**config.mk**
```make
export PLATFORM = sky130hd
export DESIGN_NAME = serial_adder_flat
export DESIGN_NICKNAME = d
export VERILOG_FILES = /design/src/rtl/serial_adder_if.sv /design/src/rtl/serial_adder.sv /design/src/flat_wrapper.sv
export SDC_FILE = /design/constraint.sdc
export NUM_CORES = 1
export LEC_CHECK = 0
export BUFFER_PORTS_ARGS = -buffer_cell sky130_fd_sc_hd__buf_2
export CORE_MARGIN = 10
export CORE_UTILIZATION = 49
export DETAILED_ROUTE_END_ITERATION = 16
export PLACE_DENSITY = 0.78
export RECOVER_POWER = 100
export SYNTH_ARGS = -nofsm -noshare
export SYNTH_HDL_FRONTEND = slang
export SYNTH_SLANG_ARGS = --single-unit
```
**constraint.sdc**
```tcl
create_clock -name i_clk -period 1.4 [get_ports i_clk]
set_input_delay 0.28 -clock i_clk [delete_from_list [all_inputs] [get_ports i_clk]]
set_output_delay 0.28 -clock i_clk [all_outputs]
set_load 0.02 [all_outputs]
```
**src/rtl/serial_adder_if.sv**
```systemverilog
// Handshake and data bundle for the bit-serial adder.
// The DUT uses the slave modport and the requester uses the master modport.
interface serial_adder_if #(
    parameter int WIDTH = 8
);
    logic             i_start;
    logic [WIDTH-1:0] i_a;
    logic [WIDTH-1:0] i_b;
    logic             i_c;
    logic             o_busy;
    logic             o_done;
    logic [WIDTH-1:0] o_s;
    logic             o_c;

    modport master (
        output i_start, i_a, i_b, i_c,
        input  o_busy, o_done, o_s, o_c
    );

    modport slave (
        input  i_start, i_a, i_b, i_c,
        output o_busy, o_done, o_s, o_c
    );
endinterface

```
**src/rtl/serial_adder.sv**
```systemverilog
// Bit-serial adder: one full-adder cell plus a carry flip-flop, LSB first.
// It processes one bit per clock and has a start/busy/done handshake.
module serial_adder #(
    parameter int WIDTH = 8
) (
    input  logic            i_clk,
    input  logic            i_rst,
    serial_adder_if.slave   bus
);
    localparam int CNT_W = (WIDTH > 2) ? $clog2(WIDTH) : 1;
    localparam logic [CNT_W-1:0] LAST_CNT = CNT_W'(WIDTH - 1);

    localparam logic [0:0] ST_IDLE = 1'b0;
    localparam logic [0:0] ST_RUN  = 1'b1;

    logic [0:0]       state;
    logic [WIDTH-1:0] a_sr;
    logic [WIDTH-1:0] b_sr;
    logic [WIDTH-1:0] sum_sr;
    logic             carry;
    logic [CNT_W-1:0] cnt;
    logic             done_q;
    logic [WIDTH-1:0] s_q;
    logic             c_q;

    logic             fa_s;
    logic             fa_c;
    logic [WIDTH-1:0] sum_next;

    // Single full-adder cell working on the current LSBs and the stored carry.
    always_comb begin
        fa_s     = a_sr[0] ^ b_sr[0] ^ carry;
        fa_c     = (a_sr[0] & b_sr[0]) | (a_sr[0] & carry) | (b_sr[0] & carry);
        sum_next = {fa_s, sum_sr[WIDTH-1:1]};
    end

    always_ff @(posedge i_clk) begin
        if (i_rst) begin
            state  <= ST_IDLE;
            a_sr   <= '0;
            b_sr   <= '0;
            sum_sr <= '0;
            carry  <= 1'b0;
            cnt    <= '0;
            done_q <= 1'b0;
            s_q    <= '0;
            c_q    <= 1'b0;
        end else begin
            done_q <= 1'b0;
            case (state)
                ST_IDLE: begin
                    if (bus.i_start) begin
                        a_sr   <= bus.i_a;
                        b_sr   <= bus.i_b;
                        carry  <= bus.i_c;
                        sum_sr <= '0;
                        cnt    <= '0;
                        state  <= ST_RUN;
                    end
                end
                ST_RUN: begin
                    a_sr   <= a_sr >> 1;
                    b_sr   <= b_sr >> 1;
                    sum_sr <= sum_next;
                    carry  <= fa_c;
                    // The last bit goes straight to the outputs, so o_s never shows partial sums.
                    if (cnt == LAST_CNT) begin
                        s_q    <= sum_next;
                        c_q    <= fa_c;
                        done_q <= 1'b1;
                        cnt    <= '0;
                        state  <= ST_IDLE;
                    end else begin
                        cnt <= cnt + 1'b1;
                    end
                end
                default: state <= ST_IDLE;
            endcase
        end
    end

    assign bus.o_busy = (state == ST_RUN);
    assign bus.o_done = done_q;
    assign bus.o_s    = s_q;
    assign bus.o_c    = c_q;
endmodule
```
**src/flat_wrapper.sv**
```systemverilog
// flat-port wrapper written by rule: the top's interface ports become plain ports
module serial_adder_flat 
#(
    parameter int WIDTH = 8
)
  (i_clk, i_rst, bus_i_start, bus_i_a, bus_i_b, bus_i_c, bus_o_busy, bus_o_done, bus_o_s, bus_o_c);
  serial_adder_if #(.WIDTH(WIDTH)) bus_i ();
  input  logic i_clk;
  input  logic i_rst;
  input wire logic [$bits(bus_i.i_start)-1:0] bus_i_start;
  input wire logic [$bits(bus_i.i_a)-1:0] bus_i_a;
  input wire logic [$bits(bus_i.i_b)-1:0] bus_i_b;
  input wire logic [$bits(bus_i.i_c)-1:0] bus_i_c;
  output wire logic [$bits(bus_i.o_busy)-1:0] bus_o_busy;
  output wire logic [$bits(bus_i.o_done)-1:0] bus_o_done;
  output wire logic [$bits(bus_i.o_s)-1:0] bus_o_s;
  output wire logic [$bits(bus_i.o_c)-1:0] bus_o_c;
  assign bus_i.i_start = bus_i_start;
  assign bus_i.i_a = bus_i_a;
  assign bus_i.i_b = bus_i_b;
  assign bus_i.i_c = bus_i_c;
  assign bus_o_busy = bus_i.o_busy;
  assign bus_o_done = bus_i.o_done;
  assign bus_o_s = bus_i.o_s;
  assign bus_o_c = bus_i.o_c;
  serial_adder #(.WIDTH(WIDTH)) u_core (.i_clk(i_clk), .i_rst(i_rst), .bus(bus_i));
endmodule
```
# Word level (Yosys, flattened, before mapping)

Index checks and enable logic that the tools add are counted.
Widths: inputs -> output; s select.

Equal/unequal tests: 2
Bitwise operators: 8
Reductions and logical operators: 2
Muxes and demuxes: 15
$add $sub $neg: 1

Operators by type and width:

| kind                | number |
|---|---|
| $pmux 8 s2          | 3 |
| $mux 8              | 3 |
| $mux 3              | 2 |
| $pmux 3 s2          | 1 |
| $mux 1              | 4 |
| $pmux 1 s2          | 2 |
| $add 3x1->3 const B | 1 |
| $and 1x1->1         | 3 |
| $eq 3x3->1 const B  | 1 |
| $ne 2x2->1 const B  | 1 |
| $or 1x1->1          | 2 |
| $reduce_and 2->1    | 1 |
| $reduce_or 2->1     | 1 |
| $xor 1x1->1         | 2 |
| $not 1->1           | 1 |

Word-level logic and storage cells: 37
Register bits after elaboration: 39
Bits of input ports: 20
Output and inout port bits: 11

# Depth between registers and ports, before layout

Gate-level depths: netlist (run 1).

Depth after elaboration: 4
Gate-level depth with buffers: 6
Depth with buffers taken out: 4

# Least setup slack after synthesis (run 1)

Ideal clock, no wire load.

Kind: reg2reg
Start: reg u_core.cnt[0]
End: reg u_core.s_q[7], in the netlist u_core.bus.o_s[7]
Cell stages (with the launch flop): 7
Path slack: 0.045 ns
Path buffers: 2
Setup time: 0.070 ns
Arrival: 1.284 ns
Period minus slack after synthesis: 1.355 ns
Cell sequence: dfxtp_1 ha_1 ha_1 buf_2 buf_2 a21bo_2 a21oi_1

Cells in the longest elaborated chain, start to end: 2

RTL lines:

| element                    | RTL line           | text |
|---|---|---|
| start: declaration         | serial_adder.sv:21 | `logic [CNT_W-1:0] cnt;` |
| start signal: assignment   | serial_adder.sv:74 | `cnt <= cnt + 1'b1;` |
| $eq 3x3->1                 | serial_adder.sv:67 | `if (cnt == LAST_CNT) begin` |
| $reduce_and 2->1 (no line) | n/a                |  |
| end signal: assignment     | serial_adder.sv:68 | `s_q <= sum_next;` |
| end: declaration           | serial_adder.sv:23 | `logic [WIDTH-1:0] s_q;` |

Every way passes these cells.
A chain may end at the register's enable or synchronous reset.

# Final worst setup path (run 1)

Start: reg u_core.cnt[0]
End: reg u_core.cnt[0]

Cells in the longest elaborated chain, start to end: 3
Elaborated cells on any way between the ends: 4
Those cells by class: 1 x add/sub; 1 x eq/ne; 2 x mux

RTL lines:

| element                                   | RTL line                               | text |
|---|---|---|
| $add 3x1->3 or $eq 3x3->1 (tied branches) | serial_adder.sv:74, serial_adder.sv:67 |  |
| $mux 3 (*)                                | serial_adder.sv:67                     |  |
| $pmux 3 s2 (*)                            | serial_adder.sv:50                     | `case (state)` |

Every way passes the cells marked *; elsewhere a longest branch is shown, timed or not.

==> out/metrics.json, run 1 <==
{
  "status": "complete, no violations",
  "logic_depth_of_the_worst_setup_path_including_buffers": 4,
  "critPathLaunchType": "register",
  "drive_gt1_share_pct": 20.10,
  "timing.critical_path.mode_cell": "ha_1",
  "aggregate_negative_setup_slack_ps": 0,
  "die_w_um": 78.78,
  "antenna_found_initial": 0,
  "core_area_mm2": 0.003337,
  "synth_xor_xnor_area_share_pct": 0,
  "route.antenna.remaining_nets": 0,
  "min_path_type": "in2reg",
  "worst_vdd_ir_uv": 609.1,
  "syn-mean-instance-area_um2": 9.958,
  "grt_pass1_wl_mm": 5.947,
  "clock-root-buffer": "clkbuf_4",
  "worst_pin_slew_ps": 734.9,
  "clockBufferDepth": 2,
  "worstPathCellList": "ha_1 > ha_1 > or3b_1 > a21oi_1",
  "setup_repair_after_global_routing_missed_its_margin": "false",
  "power_density_mw_per_mm2": 1012,
  "ys.warnings.count": 0,
  "syn_nets": 194,
  "finalWirelength_mm": 3.412,
  "synth_edf_count": 0,
  "cts.hold.buffers_added": 0,
  "numCtsBuffers": 5,
  "insertedDiodeCount": 0,
  "synth_common_cells": "dfxtp_1, a21oi_1, mux2i_1",
  "data_arrival_time_of_the_critical_path_ps": 1610,
  "synthAdderAreaFrac_pct": 3.400,
  "clkSlewWorstSetupHoldPaths_ps": 100,
  "total_area_of_sequential_cells_um2": 762.0,
  "timing.critical_path.max_delay_family": "adder cells",
  "synth_top_cell_area_share_pct": 44.94,
  "yosysUniqueCellTypes": 21,
  "yosys-top-cells-area": "dfxtp_1, mux2i_1, a211oi_1",
  "synth-compound-area-share_pct": 17.89,
  "clock-sinks": 38,
  "timing.setup.critical_path_class": "reg2reg",
  "ios": 31,
  "detailed_place_hpwl_mm": 2.403,
  "cts_tree": "built",
  "drcViolationCount": 0,
  "areaGrowthSynthToFinish_pct": 12.20,
  "cp.required_ps": 1670,
  "end_of_the_worst_register_to_register_path": "u_core.cnt[0]$_SDFFE_PP0P_",
  "setup_viol": 0,
  "synthArstFlopShare_pct": 0,
  "worst-path-max-fanout": 3,
  "count_of_buffer_and_inverter_cells_on_the_critical_path": 0,
  "timing.critical_path.to": "u_core.cnt[0]$_SDFFE_PP0P_",
  "fin_skew_ps": 6.574,
  "fp.dieArea_mm2": 0.006206,
  "placement_rows": 21,
  "ys_dominant_reg_cell": "dfxtp_1",
  "worst_r2r_startpoint": "u_core.cnt[0]$_SDFFE_PP0P_",
  "synthMuxAreaShare_pct": 10.05,
  "max_slew_margin_pct": 51.01,
  "multi_input_comb_area_um2": 845.8,
  "drt_pass1_iterations": 4,
  "slew_viol_final": 0,
  "maxClockFrequency_ghz": 0.7451,
  "route.detailed.wl_per_inst_um": 14.22,
  "final_period_minus_worst_setup_slack_ps": 1342,
  "global_route.usage.total_pct": 11.40,
  "synth.most_common_cell": "dfxtp_1",
  "synthesis.instances": 170,
  "gr-total-overflow": 0,
  "crit_slowest_cell": "or3b_1",
  "critical_path.endpoint_type": "register",
  "synth-seq-area-share_pct": 44.94,
  "vias": 1301,
  "power_mw": 1.923,
  "final.fill_count": 306,
  "first_global_vias": 1324,
  "pin_count_of_the_biggest_net_entering_global_routing": 40,
  "r2r_slack_ps": 60,
  "hold_vio_cnt_final": 0,
  "synth_largest_area_cell": "dfxtp_1",
  "place_congestion": 0.7333,
  "dominant_combinational_cell_family_by_area_after_synthesis": "compound AO/OA/AOI/OAI gates",
  "detailed_route_iter0_violations": 120,
  "clock_latency_ps": 330,
  "reg2reg_depth": 4,
  "synth.ff_latch_count": 38,
  "post-cts-setup-buffers": 0,
  "layout_worst_path_cycle_share_pct": 95.86,
  "max-cap-violations": 0,
  "cts_htree_levels": 2,
  "syn_area_mm2": 0.001693,
  "power_leakage_nw": 0.7441,
  "crit_path_start": "u_core.cnt[0]$_SDFFE_PP0P_",
  "layout.nets": 218,
  "via_density_per_instance": 5.421,
  "chipHeight_um": 78.78,
  "port_buffers": 30,
  "start_util_pct": 50.73,
  "yosys.area_share.simple_pct": 17.89,
  "highest_cell_delay_on_the_worst_timing_path_ps": 360
}
==> layout make-up <==
type | instances | share of cell area (%)
Clock buffer | 7 | 2.372
Inverter | 1 | 0.1976
Multi-Input combinational cell | 115 | 44.53
Sequential cell | 38 | 40.12
Tap cell | 46 | 3.030
Timing Repair Buffer | 33 | 9.750
==> stage by stage <==
stage               instances  hold slack [ps]  util (%)  setup slack (ps)  instance area [um^2]
CTS                       240            237.7     56.99             34.96                  1902
global placement          233            455.4     55.53             3.182                  1853
finish                    240            243.9     56.92             57.92                  1899
global route              240            287.2     56.92             4.985                  1899
detailed placement        233            461.9     55.53            -96.69                  1853
floorplan                 170            438.2         -             45.38                  1693
==> cells by family after synthesis <==
kind of cell	count (synthesis)
AOI/OAI and AO/OA	44
adders and majority gates	4
buffers and inverters	17
DFF	38
muxes	17
and+or+nand+nor	50
==> worst min path at each step <==
stage / end / cells after the start / from / slack [ps]
final: u_core.b_sr[7]$_SDFFE_PP0P_ / 3 / bus_i_b[7] / 240
after global routing: u_core.b_sr[5]$_SDFFE_PP0P_ / 3 / bus_i_b[5] / 290
after CTS: u_core.b_sr[7]$_SDFFE_PP0P_ / 3 / bus_i_b[7] / 240
after detailed placement: u_core.sum_sr[3]$_SDFFE_PP0P_ / 2 / u_core.sum_sr[4]$_SDFFE_PP0P_ / 460
after global placement: u_core.sum_sr[1]$_SDFFE_PP0P_ / 2 / u_core.sum_sr[2]$_SDFFE_PP0P_ / 460
after floorplan: u_core.bus.o_s[0]$_SDFFE_PP0P_ / 2 / u_core.sum_sr[1]$_SDFFE_PP0P_ / 440
==> report_power, final <==
| group | switching [mW] | internal [mW] |
|---|---|---|
| combinational | 0.134 | 0.116 |
| sequential | 0.0318 | 1.13 |
| clock | 0.317 | 0.189 |
| total | 0.483 | 1.44 |
==> state kept, by name, indices dropped and copies added (netlist names) <==
name and flops:
u_core.a_sr 8, u_core.b_sr 8, u_core.bus.o_s 8, u_core.sum_sr 7
u_core.cnt 3, u_core.bus.o_busy 1, u_core.bus.o_c 1, u_core.bus.o_done 1
u_core.carry 1
==> worst reg2reg max path, stage by stage (launching register included) <==
cell     delay [ps]
dfxtp_1         340
ha_1            240
ha_1            220
or3b_1          360
a21oi_1         120
==> metal layers <==
layer  up-vias  GRT usage (%)  routed length, um
met4         0          2.688                 14
met2        31          18.34               1630
met3         2          5.631                242
met1       616          13.33               1524
met5         -              0                  0
li1        652              -                  -
==> repair_timing <==
| item | in CTS | in global routing |
|---|---|---|
| setup endpoints to repair | 11 | 4 |
| gates cloned | 0 | 0 |
| gates resized for setup | 2 | 2 |
==> placed cells by master (no fill, tap or decap), types with 2 or more instances in the layout <==
master	n
clkbuf_4	5
ha_1	2
nor3_1	2
nand2b_1	2
clkbuf_2	2
nand3_1	9
a211oi_1	15
nand2_1	9
nor2b_1	15
buf_12	2
a21bo_2	9
mux2i_1	17
a21oi_1	20
buf_2	18
clkbuf_1	12
or3b_1	11
dfxtp_1	37
Note: power is estimated with default switching activity, not from simulation.
==> inputs of run 2 (changes only) <==
CORE_ASPECT_RATIO = 0.5   (was not set)
==> run 2 against run 1 <==
Critical path depth decreased by 2. First-iteration DRC count decreased by 68%. Global-route usage decreased by 0.49 points. Combinational power about the same. Final area increased by 3.9%. Cell count decreased by 1.7%. Clock power increased by 81%. Largest power group unchanged. Count of clock-buffer cells in the layout unchanged.
==> out/metrics.json, run 2 (synthesis gave the netlist of run 1 again) <==
{
  "clockBufferDepth": {"value": 2, "change": "unchanged"},
  "global_route.usage.total": {"value": 10.91, "unit": "%", "change": "was 11.40%"},
  "hold_vio_cnt_final": {"value": 0, "change": "unchanged"},
  "power_leakage": {"value": 0.7860, "unit": "nW", "change": "was 0.7441 nW"},
  "cts_tree": {"value": "built", "change": "unchanged"},
  "highest_cell_delay_on_the_worst_timing_path": {"value": 390, "unit": "ps", "change": "was 360 ps"},
  "finalWirelength": {"value": 3.317, "unit": "mm", "change": "was 3.412 mm"},
  "start_util": {"value": 53.69, "unit": "%", "change": "was 50.73%"},
  "timing.final.ws_setup": {"value": 77.97, "unit": "ps", "change": "was 57.92 ps"},
  "clock-root-buffer": {"value": "clkbuf_8", "change": "was clkbuf_4"},
  "status": {"value": "complete, no violations", "change": "unchanged"},
  "worst-path-max-fanout": {"value": 30, "change": "was 3"},
  "core_area": {"value": 0.003153, "unit": "mm^2", "change": "was 0.003337 mm^2"},
  "total_area_of_sequential_cells": {"value": 762.0, "unit": "um^2", "change": "unchanged"},
  "vias": {"value": 1246, "change": "was 1301"},
  "areaGrowthSynthToFinish": {"value": 16.56, "unit": "%", "change": "was 12.20%"},
  "hold_start": {"value": "bus_i_b[7]", "change": "unchanged"},
  "chipHeight": {"value": 61.56, "unit": "um", "change": "was 78.78 um"},
  "end_of_the_worst_register_to_register_path": {"value": "u_core.bus.o_s[7]$_SDFFE_PP0P_", "change": "was u_core.cnt[0]$_SDFFE_PP0P_"},
  "place_congestion": {"value": 0.7177, "change": "was 0.7333"},
  "power_density": {"value": 1184, "unit": "mW/mm^2", "change": "was 1012 mW/mm^2"},
  "port_buffers": {"value": 30, "change": "unchanged"},
  "setup_repair_after_global_routing_missed_its_margin": {"value": "false", "change": "unchanged"},
  "worst_pin_slew": {"value": 737.2, "unit": "ps", "change": "was 734.9 ps"},
  "max-cap-violations": {"value": 0, "change": "unchanged"},
  "worst_r2r_startpoint": {"value": "u_core.cnt[0]$_SDFFE_PP0P_", "change": "unchanged"},
  "insertedDiodeCount": {"value": 0, "change": "unchanged"},
  "layout.nets": {"value": 219, "change": "was 218"},
  "holdWs": {"value": 279.2, "unit": "ps", "change": "was 243.9 ps"},
  "fp.dieArea": {"value": 0.006348, "unit": "mm^2", "change": "was 0.006206 mm^2"},
  "setup_viol": {"value": 0, "change": "unchanged"},
  "detailed_place_hpwl": {"value": 2.096, "unit": "mm", "change": "was 2.403 mm"},
  "aggregate_negative_setup_slack": {"value": 0, "unit": "ps", "change": "unchanged"},
  "drcViolationCount": {"value": 0, "change": "unchanged"},
  "clock_latency": {"value": 290, "unit": "ps", "change": "was 330 ps"},
  "min_path_type": {"value": "in2reg", "change": "unchanged"},
  "post-cts-setup-buffers": {"value": 0, "change": "unchanged"},
  "detailedPlace.worstSlack": {"value": 61.27, "unit": "ps", "change": "was -96.69 ps"},
  "reg2reg_depth": {"value": 5, "change": "was 4"},
  "cts_htree_levels": {"value": 2, "change": "unchanged"},
  "pin_count_of_the_biggest_net_entering_global_routing": {"value": 39, "change": "was 40"},
  "clock-sinks": {"value": 38, "change": "unchanged"},
  "fin_skew": {"value": 10.96, "unit": "ps", "change": "was 6.574 ps"},
  "placement_rows": {"value": 14, "change": "was 21"},
  "critPathLaunchType": {"value": "register", "change": "unchanged"},
  "fin_area": {"value": 0.001973, "unit": "mm^2", "change": "was 0.001899 mm^2"},
  "drive_gt1_share": {"value": 20.41, "unit": "%", "change": "was 20.10%"},
  "holdPathStages": {"value": 3, "change": "unchanged"},
  "final_period_minus_worst_setup_slack": {"value": 1322, "unit": "ps", "change": "was 1342 ps"},
  "crit_slowest_cell": {"value": "dfxtp_2", "change": "was or3b_1"},
  "r2r_slack": {"value": 90, "unit": "ps", "change": "was 60 ps"},
  "worstPathCellList": {"value": "buf_12 > clkbuf_2", "change": "was ha_1 > ha_1 > or3b_1 > a21oi_1"},
  "route.detailed.wl_per_inst": {"value": 14.06, "unit": "um", "change": "was 14.22 um"},
  "final_cell_mix": {"value": "dfxtp_1, a21oi_1, buf_2, mux2i_1", "change": "unchanged"},
  "crit_path_start": {"value": "u_core.bus.o_busy$_SDFF_PP0_", "change": "was u_core.cnt[0]$_SDFFE_PP0P_"},
  "count_of_buffer_and_inverter_cells_on_the_critical_path": {"value": 2, "change": "was 0"},
  "layout_worst_path_cycle_share": {"value": 94.43, "unit": "%", "change": "was 95.86%"},
  "detailed_route_iter0_violations": {"value": 39, "change": "was 120"},
  "route.antenna.remaining_nets": {"value": 0, "change": "unchanged"},
  "antenna_found_initial": {"value": 0, "change": "unchanged"},
  "most_common_library_cell_in_the_layout_ignoring_fill_and_taps": {"value": "dfxtp_1", "change": "unchanged"},
  "clkSlewWorstSetupHoldPaths": {"value": 80, "unit": "ps", "change": "was 100 ps"},
  "numCtsBuffers": {"value": 5, "change": "unchanged"},
  "via_density_per_instance": {"value": 5.280, "change": "was 5.421"},
  "gr-total-overflow": {"value": 0, "change": "unchanged"},
  "worst_vdd_ir": {"value": 494.0, "unit": "uV", "change": "was 609.1 uV"},
  "timing.setup.critical_path_class": {"value": "reg2out", "change": "was reg2reg"},
  "max_slew_margin": {"value": 50.86, "unit": "%", "change": "was 51.01%"},
  "multi_input_comb_area": {"value": 833.3, "unit": "um^2", "change": "was 845.8 um^2"},
  "dpl_cell_area": {"value": 0.001878, "unit": "mm^2", "change": "was 0.001853 mm^2"},
  "die_w": {"value": 103.1, "unit": "um", "change": "was 78.78 um"},
  "final.fill_count": {"value": 275, "change": "was 306"},
  "first_global_vias": {"value": 1210, "change": "was 1324"},
  "ios": {"value": 31, "change": "unchanged"},
  "grt_pass1_wl": {"value": 5.375, "unit": "mm", "change": "was 5.947 mm"},
  "drt_pass1_iterations": {"value": 4, "change": "unchanged"},
  "worst_hold_path.endpoint": {"value": "u_core.b_sr[7]$_SDFFE_PP0P_", "change": "unchanged"},
  "maxClockFrequency": {"value": 0.7564, "unit": "GHz", "change": "was 0.7451 GHz"},
  "critical_path.endpoint_type": {"value": "output port", "change": "was register"},
  "timing.critical_path.max_delay_family": {"value": "flip-flops", "change": "was adder cells"},
  "slew_viol_final": {"value": 0, "change": "unchanged"},
  "power": {"value": 2.336, "unit": "mW", "change": "was 1.923 mW"},
  "cp.required": {"value": 1120, "unit": "ps", "change": "was 1670 ps"},
  "data_arrival_time_of_the_critical_path": {"value": 1040, "unit": "ps", "change": "was 1610 ps"}
}
## run 2: changes by cell type in the layout (fill, tap and decap cells not counted)
cell	change
clkbuf_4	-5
clkbuf_8	+5
buf_12	+2
buf_4	-1
bufinv_16	+1
ha_1	+1
ha_4	-1
## run 2: worst max path at each step
| stage | slack, ps | depth (start not counted) | to |
|---|---|---|---|
| finish | 80 | 2 | bus_o_busy |
| CTS | 4 | 2 | bus_o_busy |
| detailed placement | 60 | 3 | u_core.a_sr[5]$_SDFFE_PP0P_ |
| global route | 20 | 5 | u_core.bus.o_s[5]$_SDFFE_PP0P_ |
| floorplan | 50 | 6 | u_core.bus.o_s[7]$_SDFFE_PP0P_ |
| global placement | 100 | 3 | u_core.a_sr[4]$_SDFFE_PP0P_ |
## run 2: worst min-delay path, stage by stage
cell     delay, ps
buf_2           70
mux2i_1         60
nor3_1         110
## run 2: cell type report
type                       instances  area share [%]
sequential                        38           38.62
multi-input combinational        115           42.23
timing repair buffer              34           11.03
clock buffer                       7           3.868
tap                               40           2.536
inverter                           1          0.1902
clock inverter                     1           1.522
## run 2: report_power, final
| group | leakage (nW) | total, mW | switching (mW) | internal [mW] |
|---|---|---|---|---|
| registers | 0.311 | 1.17 | 0.0336 | 1.13 |
| clock network | 0.0524 | 0.916 | 0.383 | 0.533 |
| logic | 0.423 | 0.251 | 0.130 | 0.121 |
| total | 0.786 | 2.34 | 0.546 | 1.79 |
## run 2: per-stage QoR
| stage | util, % | instances |
|---|---|---|
| after global placement | 59.56 | 228 |
| final | 62.58 | 236 |
| after global routing | 62.58 | 236 |
| after detailed placement | 59.56 | 228 |
| after CTS | 62.94 | 236 |
| after floorplan | - | 170 |
## run 2: metal layers
layer	vias to the layer above	share of wire (%)	global-route usage [%]
li1	652	-	-
met5	-	0	0
met2	20	43	16.95
met1	569	47	12.12
met4	0	1.8	6.483
met3	5	7.4	5.363
## run 2: what timing repair did
item | in CTS | in global routing
gates resized for setup | 0 | 1
endpoints found under the setup margin | 0 | 1
hold buffers | 0 | 0
==> inputs of run 3 (changes only) <==
GPL_TIMING_DRIVEN = 0   (was not set)
==> run 3 against run 2 <==
Non-clock buffer count rose by 9. Highest routed layer unchanged. Critical path depth rose by 2. Clock power fell by 17%. Worst hold slack improved by 0.60 ps. Largest power group unchanged. Count of clock-buffer cells in the layout did not move. Wire length rose by 5.8%.
==> out/metrics.json, run 3 (synthesis gave the netlist of run 1 again) <==
{
  "status": {"value": "complete, no violations", "change": "unchanged"},
  "die_w": {"value": 103.1, "unit": "um", "change": "unchanged"},
  "detailed_place_hpwl": {"value": 2.573, "unit": "mm", "change": "was 2.096 mm"},
  "placement_rows": {"value": 14, "change": "unchanged"},
  "most_common_library_cell_in_the_layout_ignoring_fill_and_taps": {"value": "dfxtp_1", "change": "unchanged"},
  "final_period_minus_worst_setup_slack": {"value": 1288, "unit": "ps", "change": "was 1322 ps"},
  "post-cts-setup-buffers": {"value": 0, "change": "unchanged"},
  "cts_tree": {"value": "built", "change": "unchanged"},
  "fp.dieArea": {"value": 0.006348, "unit": "mm^2", "change": "unchanged"},
  "holdPathStages": {"value": 3, "change": "unchanged"},
  "clkSlewWorstSetupHoldPaths": {"value": 70, "unit": "ps", "change": "was 80 ps"},
  "clockBufferDepth": {"value": 2, "change": "unchanged"},
  "reg2reg_depth": {"value": 4, "change": "was 5"},
  "final_cell_mix": {"value": "dfxtp_1, buf_2, a21oi_1, mux2i_1, clkbuf_1", "change": "was dfxtp_1, a21oi_1, buf_2, mux2i_1"},
  "core_area": {"value": 0.003153, "unit": "mm^2", "change": "unchanged"},
  "clock_latency": {"value": 290, "unit": "ps", "change": "about the same"},
  "power_density": {"value": 1114, "unit": "mW/mm^2", "change": "was 1184 mW/mm^2"},
  "aggregate_negative_setup_slack": {"value": 0, "unit": "ps", "change": "unchanged"},
  "cp.required": {"value": 1620, "unit": "ps", "change": "was 1120 ps"},
  "areaGrowthSynthToFinish": {"value": 15.89, "unit": "%", "change": "was 16.56%"},
  "final.fill_count": {"value": 277, "change": "was 275"},
  "global_route.usage.total": {"value": 12.02, "unit": "%", "change": "was 10.91%"},
  "layout_worst_path_cycle_share": {"value": 92.02, "unit": "%", "change": "was 94.43%"},
  "worst_pin_slew": {"value": 464.6, "unit": "ps", "change": "was 737.2 ps"},
  "data_arrival_time_of_the_critical_path": {"value": 1510, "unit": "ps", "change": "was 1040 ps"},
  "numCtsBuffers": {"value": 5, "change": "unchanged"},
  "finalWirelength": {"value": 3.509, "unit": "mm", "change": "was 3.317 mm"},
  "antenna_found_initial": {"value": 0, "change": "unchanged"},
  "pin_count_of_the_biggest_net_entering_global_routing": {"value": 20, "change": "was 39"},
  "critical_path.endpoint_type": {"value": "register", "change": "was output port"},
  "gr-total-overflow": {"value": 0, "change": "unchanged"},
  "setup_repair_after_global_routing_missed_its_margin": {"value": "false", "change": "unchanged"},
  "worst_vdd_ir": {"value": 652.9, "unit": "uV", "change": "was 494.0 uV"},
  "max-cap-violations": {"value": 0, "change": "unchanged"},
  "route.detailed.wl_per_inst": {"value": 14.32, "unit": "um", "change": "was 14.06 um"},
  "grt_pass1_wl": {"value": 6.009, "unit": "mm", "change": "was 5.375 mm"},
  "fin_skew": {"value": 5.584, "unit": "ps", "change": "was 10.96 ps"},
  "setup_viol": {"value": 0, "change": "unchanged"},
  "route.antenna.remaining_nets": {"value": 0, "change": "unchanged"},
  "vias": {"value": 1299, "change": "was 1246"},
  "clock-sinks": {"value": 38, "change": "unchanged"},
  "timing.setup.critical_path_class": {"value": "reg2reg", "change": "was reg2out"},
  "max_slew_margin": {"value": 69.03, "unit": "%", "change": "was 50.86%"},
  "chipHeight": {"value": 61.56, "unit": "um", "change": "unchanged"},
  "start_util": {"value": 53.69, "unit": "%", "change": "unchanged"},
  "maxClockFrequency": {"value": 0.7762, "unit": "GHz", "change": "was 0.7564 GHz"},
  "power": {"value": 2.186, "unit": "mW", "change": "was 2.336 mW"},
  "worst-path-max-fanout": {"value": 3, "change": "was 30"},
  "port_buffers": {"value": 28, "change": "was 30"},
  "first_global_vias": {"value": 1318, "change": "was 1210"},
  "slew_viol_final": {"value": 0, "change": "unchanged"},
  "drcViolationCount": {"value": 0, "change": "unchanged"},
  "min_path_type": {"value": "in2reg", "change": "unchanged"},
  "hold_vio_cnt_final": {"value": 0, "change": "unchanged"},
  "ios": {"value": 31, "change": "unchanged"},
  "drive_gt1_share": {"value": 20.49, "unit": "%", "change": "was 20.41%"},
  "critPathLaunchType": {"value": "register", "change": "unchanged"},
  "cts_htree_levels": {"value": 2, "change": "unchanged"},
  "layout.nets": {"value": 228, "change": "was 219"},
  "power_leakage": {"value": 0.7900, "unit": "nW", "change": "was 0.7860 nW"},
  "place_congestion": {"value": 0.7696, "change": "was 0.7177"},
  "detailed_route_iter0_violations": {"value": 40, "change": "was 39"},
  "via_density_per_instance": {"value": 5.302, "change": "was 5.280"},
  "drt_pass1_iterations": {"value": 4, "change": "unchanged"},
  "insertedDiodeCount": {"value": 0, "change": "unchanged"},
  "clock-root-buffer": {"value": "clkbuf_8", "change": "unchanged"}
}
==> run 3: cell types whose count changed in the layout (fill, tap and decap cells not counted), sizes merged <==
| cell | previous run | this run |
|---|---|---|
| clkbuf | 19 | 24 |
| buf | 22 | 26 |
| clkinv | 0 | 1 |
| bufinv | 1 | 0 |
==> run 3: cell type report <==
cell class | count | area [um^2] | area share, %
multi-input cells | 115 | 833.3 | 42.47
flip-flops and latches | 38 | 760.7 | 38.78
repair buffers | 28 | 126.4 | 6.441
plain buffers | 15 | 96.34 | 4.911
clock buffers | 7 | 86.33 | 4.401
well taps | 40 | 50.05 | 2.551
clock inverters | 1 | 5.005 | 0.2551
inverters | 1 | 3.754 | 0.1913
==> run 3: power breakdown <==
group          internal [mW]  total (mW)  switching (mW)
Clock                  0.397       0.763           0.366
Sequential              1.13        1.17          0.0326
Combinational          0.116       0.256           0.140
Total                   1.65        2.19           0.538
==> run 3: through the flow <==
stage / instance area [um^2] / std cells / util (%) / hold WS [ps] / setup WS (ps)
2_1_floorplan: 1693 / 170 / - / 438.2 / 45.38
3_3_place_gp: 1883 / 238 / 59.72 / 453.1 / -57.89
3_5_place_dp: 1883 / 238 / 59.72 / 461.0 / -81.47
4_1_cts: 1969 / 245 / 62.46 / 275.2 / 23.56
5_1_grt: 1962 / 245 / 62.22 / 293.0 / 2.584
6_report: 1962 / 245 / 62.22 / 279.8 / 111.7
==> run 3: worst paths after layout <==
kind | from | to | slack [ps]
worst max-delay path | u_core.cnt[0]$_SDFFE_PP0P_ | u_core.cnt[0]$_SDFFE_PP0P_ | 110
worst min-delay path | bus_i_b[7] | u_core.b_sr[7]$_SDFFE_PP0P_ | 280
worst max register to register | u_core.cnt[0]$_SDFFE_PP0P_ | u_core.cnt[0]$_SDFFE_PP0P_ | 110
worst min register to register | u_core.sum_sr[5]$_SDFFE_PP0P_ | u_core.sum_sr[4]$_SDFFE_PP0P_ | 480
==> run 3: critical path, stage by stage, from the launching register on <==
cell     delay (ps)
dfxtp_1         320
ha_1            220
ha_1            220
or3b_1          350
a21oi_1         120
==> run 3: metal layers <==
layer | track usage [%] | part of all wire, %
met5 | 0 | 0
met4 | 6.287 | 0.85
met3 | 4.469 | 5.5
met2 | 19.46 | 45
met1 | 13.92 | 49
==> run 3: timing repair <==
item                       CTS  global route
hold buffers                 0             0
resized for setup            0             3
setup endpoints to repair    9            10
